### src/rtl/audio_capture_packer_pkg.sv
// Shared definitions for the audio capture packer: default widths, sample and
// pair types, input/output FSM state encodings and level-meter constants.
package audio_pkg;

  localparam int AUDIO_SAMPLE_W  = 24;
  localparam int AUDIO_WORD_W    = 32;

  // Meter decays by one bit every 2^METER_DECAY_EXP clock cycles.
  localparam int METER_DECAY_EXP = 20;
  // LED 0 lights at 2^(SAMPLE_W - LED_BASE_OFFSET); each further LED doubles.
  localparam int LED_BASE_OFFSET = 11;
  localparam int LED_COUNT       = 10;

  typedef logic signed [AUDIO_SAMPLE_W-1:0] sample_t;

  typedef struct packed {
    sample_t l;
    sample_t r;
  } pair_t;

  typedef enum logic {
    IN_L = 1'b0,
    IN_R = 1'b1
  } in_state_e;

  typedef enum logic {
    OUT_L = 1'b0,
    OUT_R = 1'b1
  } out_state_e;

endpackage

### src/rtl/audio_capture_packer_if.sv
// Stream bundle of the capture packer: L and R sample inputs from the codec
// FIFOs and the word stream toward the HPS FIFO. The packer uses the slave
// modport; the producer/consumer side uses master.
interface audio_capture_packer_if #(
  parameter int SAMPLE_W = 24,
  parameter int WORD_W   = 32
);
  logic                valid_in_audioL;
  logic                ready_out_audioL;
  logic [SAMPLE_W-1:0] stream_inL;
  logic                valid_in_audioR;
  logic                ready_out_audioR;
  logic [SAMPLE_W-1:0] stream_inR;
  logic                valid_out_fifo;
  logic                ready_in_fifo;
  logic [WORD_W-1:0]   stream_out;

  modport slave (
    input  valid_in_audioL, stream_inL,
    input  valid_in_audioR, stream_inR,
    input  ready_in_fifo,
    output ready_out_audioL, ready_out_audioR,
    output valid_out_fifo, stream_out
  );

  modport master (
    output valid_in_audioL, stream_inL,
    output valid_in_audioR, stream_inR,
    output ready_in_fifo,
    input  ready_out_audioL, ready_out_audioR,
    input  valid_out_fifo, stream_out
  );
endinterface

### src/rtl/audio_capture_packer_pair_fifo.sv
// Synchronous pair FIFO for the capture packer. Count, full and empty are
// registered; the head entry is presented combinationally and reads as zero
// when the FIFO is empty.
module audio_pair_fifo #(
  parameter int W     = 48,
  parameter int DEPTH = 4
) (
  input  logic         clk,
  input  logic         reset,
  input  logic         i_push,
  input  logic [W-1:0] i_wdata,
  input  logic         i_pop,
  output logic [W-1:0] o_rdata,
  output logic         o_full,
  output logic         o_empty
);

  localparam int AW = $clog2(DEPTH);

  logic [W-1:0]  r_mem [DEPTH];
  logic [AW-1:0] r_wr_ptr;
  logic [AW-1:0] r_rd_ptr;
  logic [AW:0]   r_count;
  logic          r_full;
  logic          r_empty;

  logic          w_push;
  logic          w_pop;
  logic [AW:0]   w_count_nxt;

  assign w_push = i_push & ~r_full;
  assign w_pop  = i_pop & ~r_empty;

  // Next occupancy: simultaneous push and pop leaves the count unchanged.
  always_comb begin
    w_count_nxt = r_count;
    case ({w_push, w_pop})
      2'b10:   w_count_nxt = r_count + (AW+1)'(1);
      2'b01:   w_count_nxt = r_count - (AW+1)'(1);
      default: w_count_nxt = r_count;
    endcase
  end

  // Pointers, count and registered flags.
  always_ff @(posedge clk) begin
    if (reset) begin
      r_wr_ptr <= {AW{1'b0}};
      r_rd_ptr <= {AW{1'b0}};
      r_count  <= {(AW+1){1'b0}};
      r_full   <= 1'b0;
      r_empty  <= 1'b1;
    end else begin
      if (w_push) r_wr_ptr <= r_wr_ptr + AW'(1);
      if (w_pop)  r_rd_ptr <= r_rd_ptr + AW'(1);
      r_count <= w_count_nxt;
      r_full  <= (w_count_nxt == (AW+1)'(DEPTH));
      r_empty <= (w_count_nxt == {(AW+1){1'b0}});
    end
  end

  // Storage array; contents beyond the valid range are never observed.
  always_ff @(posedge clk) begin
    if (w_push) r_mem[r_wr_ptr] <= i_wdata;
  end

  assign o_rdata = r_empty ? {W{1'b0}} : r_mem[r_rd_ptr];
  assign o_full  = r_full;
  assign o_empty = r_empty;

endmodule

### src/rtl/audio_capture_packer.sv
// Audio capture packer: pairs L then R samples from the codec input FIFOs,
// buffers whole pairs and emits each as two left-justified words (L first)
// toward the HPS FIFO, with valid/ready backpressure on both sides.
// Optional peak level meter on LEDS is built when LEVEL_METER_EN is defined.
module audio_capture_packer
  import audio_pkg::*;
#(
  parameter int SAMPLE_W   = AUDIO_SAMPLE_W,
  parameter int WORD_W     = AUDIO_WORD_W,
  parameter int PAIR_DEPTH = 4
) (
  input  logic                   clk,
  input  logic                   reset,
  input  logic                   enable,
  audio_capture_packer_if.slave  bus,
  output logic [LED_COUNT-1:0]   LEDS
);

  typedef struct packed {
    logic [SAMPLE_W-1:0] l;
    logic [SAMPLE_W-1:0] r;
  } pair_w_t;

  in_state_e           r_in_state;
  in_state_e           w_in_state_nxt;
  out_state_e          r_out_state;
  out_state_e          w_out_state_nxt;

  logic [SAMPLE_W-1:0] r_hold;
  logic                w_ready_l;
  logic                w_ready_r;
  logic                w_hs_l;
  logic                w_hs_r;
  logic                w_push;
  logic                w_pop;
  logic                w_out_hs;

  pair_w_t             w_wpair;
  pair_w_t             w_head;
  logic                w_full;
  logic                w_empty;
  logic [SAMPLE_W-1:0] w_out_sample;

  assign w_hs_l   = bus.valid_in_audioL & w_ready_l;
  assign w_hs_r   = bus.valid_in_audioR & w_ready_r;
  assign w_out_hs = ~w_empty & bus.ready_in_fifo;

  // Input FSM state register.
  always_ff @(posedge clk) begin
    if (reset) r_in_state <= IN_L;
    else       r_in_state <= w_in_state_nxt;
  end

  // Input FSM: take L while enabled, then always complete the pair with R.
  always_comb begin
    w_in_state_nxt = r_in_state;
    w_ready_l      = 1'b0;
    w_ready_r      = 1'b0;
    w_push         = 1'b0;
    case (r_in_state)
      IN_L: begin
        w_ready_l = enable & ~reset;
        if (bus.valid_in_audioL & enable & ~reset) w_in_state_nxt = IN_R;
        else                                       w_in_state_nxt = IN_L;
      end
      IN_R: begin
        w_ready_r = ~w_full & ~reset;
        if (bus.valid_in_audioR & ~w_full & ~reset) begin
          w_push         = 1'b1;
          w_in_state_nxt = IN_L;
        end else begin
          w_in_state_nxt = IN_R;
        end
      end
      default: w_in_state_nxt = IN_L;
    endcase
  end

  // Hold register for the left sample awaiting its right partner.
  always_ff @(posedge clk) begin
    if (reset)       r_hold <= {SAMPLE_W{1'b0}};
    else if (w_hs_l) r_hold <= bus.stream_inL;
    else             r_hold <= r_hold;
  end

  assign w_wpair.l = r_hold;
  assign w_wpair.r = bus.stream_inR;

  audio_pair_fifo #(
    .W     (2*SAMPLE_W),
    .DEPTH (PAIR_DEPTH)
  ) u_pair_fifo (
    .clk     (clk),
    .reset   (reset),
    .i_push  (w_push),
    .i_wdata (w_wpair),
    .i_pop   (w_pop),
    .o_rdata (w_head),
    .o_full  (w_full),
    .o_empty (w_empty)
  );

  // Output FSM state register.
  always_ff @(posedge clk) begin
    if (reset) r_out_state <= OUT_L;
    else       r_out_state <= w_out_state_nxt;
  end

  // Output FSM: L word then R word of the head pair; pop after the R word.
  always_comb begin
    w_out_state_nxt = r_out_state;
    w_pop           = 1'b0;
    case (r_out_state)
      OUT_L: begin
        if (w_out_hs) w_out_state_nxt = OUT_R;
        else          w_out_state_nxt = OUT_L;
      end
      OUT_R: begin
        if (w_out_hs) begin
          w_pop           = 1'b1;
          w_out_state_nxt = OUT_L;
        end else begin
          w_out_state_nxt = OUT_R;
        end
      end
      default: w_out_state_nxt = OUT_L;
    endcase
  end

  assign w_out_sample = (r_out_state == OUT_R) ? w_head.r : w_head.l;

  // Left-justify: sample in the MSBs, zero fill below.
  assign bus.stream_out       = WORD_W'(w_out_sample) << (WORD_W - SAMPLE_W);
  assign bus.valid_out_fifo   = ~w_empty;
  assign bus.ready_out_audioL = w_ready_l;
  assign bus.ready_out_audioR = w_ready_r;

`ifdef LEVEL_METER_EN
  logic [SAMPLE_W-2:0]        r_peak;
  logic [METER_DECAY_EXP-1:0] r_decay_cnt;
  logic [LED_COUNT-1:0]       r_leds;
  logic [SAMPLE_W-1:0]        w_meter_sample;
  logic [SAMPLE_W-2:0]        w_mag;
  logic                       w_meter_hs;
  logic [LED_COUNT-1:0]       w_thermo;

  // Magnitude of a signed sample; the most negative value saturates.
  function automatic logic [SAMPLE_W-2:0] abs_sat(input logic [SAMPLE_W-1:0] s);
    logic [SAMPLE_W-1:0] neg;
    neg = (~s) + SAMPLE_W'(1);
    if (!s[SAMPLE_W-1])                         return s[SAMPLE_W-2:0];
    else if (s[SAMPLE_W-2:0] == {(SAMPLE_W-1){1'b0}}) return {(SAMPLE_W-1){1'b1}};
    else                                        return neg[SAMPLE_W-2:0];
  endfunction

  assign w_meter_hs     = w_hs_l | w_hs_r;
  assign w_meter_sample = w_hs_l ? bus.stream_inL : bus.stream_inR;
  assign w_mag          = abs_sat(w_meter_sample);

  // Thermometer code of the current peak.
  always_comb begin
    w_thermo = {LED_COUNT{1'b0}};
    for (int i = 0; i < LED_COUNT; i++) begin
      w_thermo[i] = ({1'b0, r_peak} >= (SAMPLE_W'(1) << (SAMPLE_W - LED_BASE_OFFSET + i)));
    end
  end

  // Peak tracking with periodic decay; a sample update overrides decay.
  always_ff @(posedge clk) begin
    if (reset) begin
      r_peak      <= {(SAMPLE_W-1){1'b0}};
      r_decay_cnt <= {METER_DECAY_EXP{1'b0}};
      r_leds      <= {LED_COUNT{1'b0}};
    end else begin
      r_decay_cnt <= r_decay_cnt + METER_DECAY_EXP'(1);
      if (w_meter_hs) begin
        if (w_mag > r_peak) r_peak <= w_mag;
        else                r_peak <= r_peak;
      end else if (r_decay_cnt == {METER_DECAY_EXP{1'b1}}) begin
        r_peak <= r_peak >> 1;
      end else begin
        r_peak <= r_peak;
      end
      r_leds <= w_thermo;
    end
  end

  assign LEDS = r_leds;
`else
  assign LEDS = 10'h0;
`endif

endmodule
### src/flat_wrapper.sv
// flat-port wrapper written by rule: the top's interface ports become plain ports
module audio_capture_packer_flat import audio_pkg::*;
#(
  parameter int SAMPLE_W   = AUDIO_SAMPLE_W,
  parameter int WORD_W     = AUDIO_WORD_W,
  parameter int PAIR_DEPTH = 4
)
  (clk, reset, enable, LEDS, bus_valid_in_audioL, bus_stream_inL, bus_valid_in_audioR, bus_stream_inR, bus_ready_in_fifo, bus_ready_out_audioL, bus_ready_out_audioR, bus_valid_out_fifo, bus_stream_out);
  audio_capture_packer_if #(.SAMPLE_W(SAMPLE_W), .WORD_W(WORD_W)) bus_i ();
  input  logic clk;
  input  logic reset;
  input  logic enable;
  output logic [LED_COUNT-1:0] LEDS;
  input wire logic [$bits(bus_i.valid_in_audioL)-1:0] bus_valid_in_audioL;
  input wire logic [$bits(bus_i.stream_inL)-1:0] bus_stream_inL;
  input wire logic [$bits(bus_i.valid_in_audioR)-1:0] bus_valid_in_audioR;
  input wire logic [$bits(bus_i.stream_inR)-1:0] bus_stream_inR;
  input wire logic [$bits(bus_i.ready_in_fifo)-1:0] bus_ready_in_fifo;
  output wire logic [$bits(bus_i.ready_out_audioL)-1:0] bus_ready_out_audioL;
  output wire logic [$bits(bus_i.ready_out_audioR)-1:0] bus_ready_out_audioR;
  output wire logic [$bits(bus_i.valid_out_fifo)-1:0] bus_valid_out_fifo;
  output wire logic [$bits(bus_i.stream_out)-1:0] bus_stream_out;
  assign bus_i.valid_in_audioL = bus_valid_in_audioL;
  assign bus_i.stream_inL = bus_stream_inL;
  assign bus_i.valid_in_audioR = bus_valid_in_audioR;
  assign bus_i.stream_inR = bus_stream_inR;
  assign bus_i.ready_in_fifo = bus_ready_in_fifo;
  assign bus_ready_out_audioL = bus_i.ready_out_audioL;
  assign bus_ready_out_audioR = bus_i.ready_out_audioR;
  assign bus_valid_out_fifo = bus_i.valid_out_fifo;
  assign bus_stream_out = bus_i.stream_out;
  audio_capture_packer #(.SAMPLE_W(SAMPLE_W), .WORD_W(WORD_W), .PAIR_DEPTH(PAIR_DEPTH)) u_core (.clk(clk), .reset(reset), .enable(enable), .bus(bus_i), .LEDS(LEDS));
endmodule
### config.mk
export PLATFORM = sky130hd
export DESIGN_NAME = audio_capture_packer_flat
export DESIGN_NICKNAME = d
export VERILOG_FILES = /design/src/rtl/audio_capture_packer_pkg.sv /design/src/rtl/audio_capture_packer_if.sv /design/src/rtl/audio_capture_packer_pair_fifo.sv /design/src/rtl/audio_capture_packer.sv /design/src/flat_wrapper.sv
export SDC_FILE = /design/constraint.sdc
export NUM_CORES = 1
export LEC_CHECK = 0
export BUFFER_PORTS_ARGS = -buffer_cell sky130_fd_sc_hd__clkbuf_2
export CORE_ASPECT_RATIO = 2
export CORE_MARGIN = 4
export CORE_UTILIZATION = 50
export DETAILED_ROUTE_END_ITERATION = 10
export PLACE_DENSITY = 0.8
export SETUP_SLACK_MARGIN = 0.2
export SYNTH_ARGS = -nofsm -noshare
export SYNTH_HDL_FRONTEND = slang
export SYNTH_HIERARCHICAL = 1
export SYNTH_SLANG_ARGS = --single-unit
### constraint.sdc
create_clock -name clk -period 3.6 [get_ports clk]
set_clock_uncertainty 0.05 [all_clocks]
set_input_delay 0.36 -clock clk [delete_from_list [all_inputs] [get_ports clk]]
set_output_delay 0.36 -clock clk [all_outputs]
set_load 0.01 [all_outputs]
==> impl_results.md <==
* Drt wl/cell at 20.4 um
* Clock Sink Count at 229
* First-pass GRT wire length at 27000 um
* Final slew viol count at 0
* Die height at 200 um
* Synth Area in XOR/XNOR at 0.478%
* Vias in the first global route at 4958
* PwrDens at 483 nW/um^2
* Largest family of logic cells by synthesized area: multiplexers
* Post-CTS Setup Bufs at 0
* Critical Path RT at 3190 ps
* Fin area at 10300 sq um
* CTS tree: done
* Post-DP HPWL at approximately 11000 um
* Most common cell after layout, fill and taps aside: edfxtp_1
* Starting density of the core at around half
* Nets at approximately 670
* Nature of the critical path startpoint: flop
* Post-Syn Area per Cell at 17.6 sq um
* Status: complete, no violations
* Clock transition at path regs at 70 ps
* Post-route core utilization at between 50 and 60%
* Cell variety after synth at 30
* H-tree levels at 1
* Final Hold Violating Endpoints at 0
* Yosys top cell by area: edfxtp_1
* Clock buffers created by TritonCTS at 19
* Antenna Nets Post-Route at 0
* Antenna diode count at 0
* Largest net degree at the start of global routing at 52
* Synth Area in Adders at 1.04%
* # Max-Cap Violations at 0
* Share of cells above drive strength 1 at 32.5%
* DRT Wirelength at 16900 um
* Sequential area share after synthesis at 71.0%
* Cell leakage power at 3.52 nW
* Synth Cell Area at 9170 sq um
* Routed vias at between 4000 and 5000
* Post-Syn Instances at 522
* Synth top area share at 62.9%
* Worst Max-Slew Pin Slew at 890 ps
* Width of the die at 104 um
* Synth area leaders: edfxtp_1 63%, mux4_2 12%, dfxtp_1 8.1%, nor2b_1 3.7%, mux2_2 2.9%
* Most frequent cells in the layout: 192 x edfxtp_1, 80 x clkbuf_2, 54 x nor2b_1, 50 x nand2_1, 48 x mux4_2
* Number of antenna violations at the first check in global routing at 0
* Port Buffers at 80
* Clk_lat worst skew at 480 ps
* Peak VDD IR at 0.331 mV
* Synth Area in Compound Gates at 1.58%
* Die area at 20700 sq um
* Yosys warns at 6
* Clock buffer depth at 3
* Post-route setup TNS at 0 ps
* Dpl cell area at 9700 sq um
* Area growth syn-to-layout at 12.4%
* RSZ-0062 raised after global routing: no
* GP Congestion at 0.775
* Crit share post-route at 84.4%
* Grt total ovfl at 0
* I/O pins at 99
* Tmin final at 3040 ps
* Hold Slack at 43.7 ps
* Site row count at around 70
* Drt drc at 0
* Arrival time worst endpoint at approximately 2600 ps
* Achievable clock frequency at 329 MHz
* DRT iter0 DRCs at 281
* Initial DRT Pass Iterations at 4
* Post-synthesis simple-gate area fraction at 7.23%
* CTS-repair resized insts at 0
* Core Footprint at 17900 sq um
* Proportion of synthesized area in mux cells at 15.0%
* Worst Path Max Fanout at 23
* Via-to-Cell Ratio at approximately 5.4
* Setup Crit Path Kind: flop to primary output
* Synthesized flop and latch total at 229
* Finish-stage setup viols at 0
* Hold_buf cts at 0
* Clock Tree Root: clkbuf_16
* Hold Crit Class: input port to flop
* Endpoint class of the critical path: primary output
* Tot GR Track Use at 16.7%
* Relative slew slack at 40.7%
## path summary, 6_finish.rpt
| path | startpoint | to | slack [ps] | depth (start not counted) |
|---|---|---|---|---|
| setup / recovery | flop | bus_stream_out[11] | 560 | 5 |
| setup reg to reg | u_core/r_in_state | u_core/u_pair_fifo/o_empty | 770 | 9 |
| hold reg to reg | u_core/r_hold[0] | u_core/r_hold[0] | 450 | 2 |
| hold / removal | bus_stream_inR[17] | u_core/u_pair_fifo/r_mem[0][17] | 40 | 1 |
## routing by layer
metal	global-route usage [%]	wire, um	vias to the layer above
met1	19.4	6330	2295
met2	31.9	9580	111
met5	0	0	-
met3	2.07	653	21
li1	-	-	2094
met4	5.67	379	0
## state kept, by name, indices dropped and copies added, names as in the netlist, named ones only
signal and cells:
u_core/u_pair_fifo/r_mem 192, u_core/u_pair_fifo/r_count 3, u_core/u_pair_fifo/o_full 1, u_core/r_hold 24
u_core/r_out_state 1, u_core/u_pair_fifo/r_rd_ptr 2, u_core/u_pair_fifo/o_empty 1, u_core/u_pair_fifo/r_wr_ptr 2
u_core/r_in_state 1
## worst max-delay path, cell delays in order (launching register included)
cell and delay, ps:
dfxtp_4 660, buf_4 330, mux4_2 540, nor2b_1 150, mux2_2 320, clkbuf_2 140
## cell families (layout without fill, tap and decap cells)
kind of cell,after synthesis,in the layout
AO/OA/AOI/OAI,28,28
other,1,18
multiplexers,74,74
AND/OR/NAND/NOR,128,128
buffers and inverters,50,130
XOR/XNOR,5,5
adder cells (fa/ha/maj),7,7
flip-flops,229,229
## report_power, final
part	switching [mW]	total (mW)	internal (mW)
clock	0.858	1.95	1.09
sequential	0.0190	2.90	2.89
combinational	0.0781	0.127	0.0489
## cells in the mapped netlist (all sizes together)
cell	n
edfxtp	192
nor2b	54
nand2	50
mux4	48
dfxtp	37
buf	34
a21oi	26
mux2	24
clkbuf	12
nor2	11
ha	6
and2	4
inv	4
nor3b	3
xnor2	3
mux2i	2
nand3b	2
xor2	2
and3b	1
conb	1
fa	1
nand2b	1
o21ai	1
o311a	1
or2b	1
or4	1
## layout make-up
type                       count  area (sq um)
inverter                       4          15.0
timing repair buffer          92           515
clock inverter                 6          41.3
sequential                   229          6510
clock buffer                  28           561
tap                          213           267
fill                        1311          7570
multi-input combinational    260          2390
## through the flow
stage | cells | power, mW | setup WS (ps)
after floorplan | 539 | 3.05 | 764
after global placement | 798 | 3.08 | 866
after detailed placement | 798 | 3.09 | 741
after CTS | 832 | 5.03 | 483
after global routing | 832 | 5.16 | 395
final | 832 | 4.98 | 563
Power figures use the tool's default switching activity.
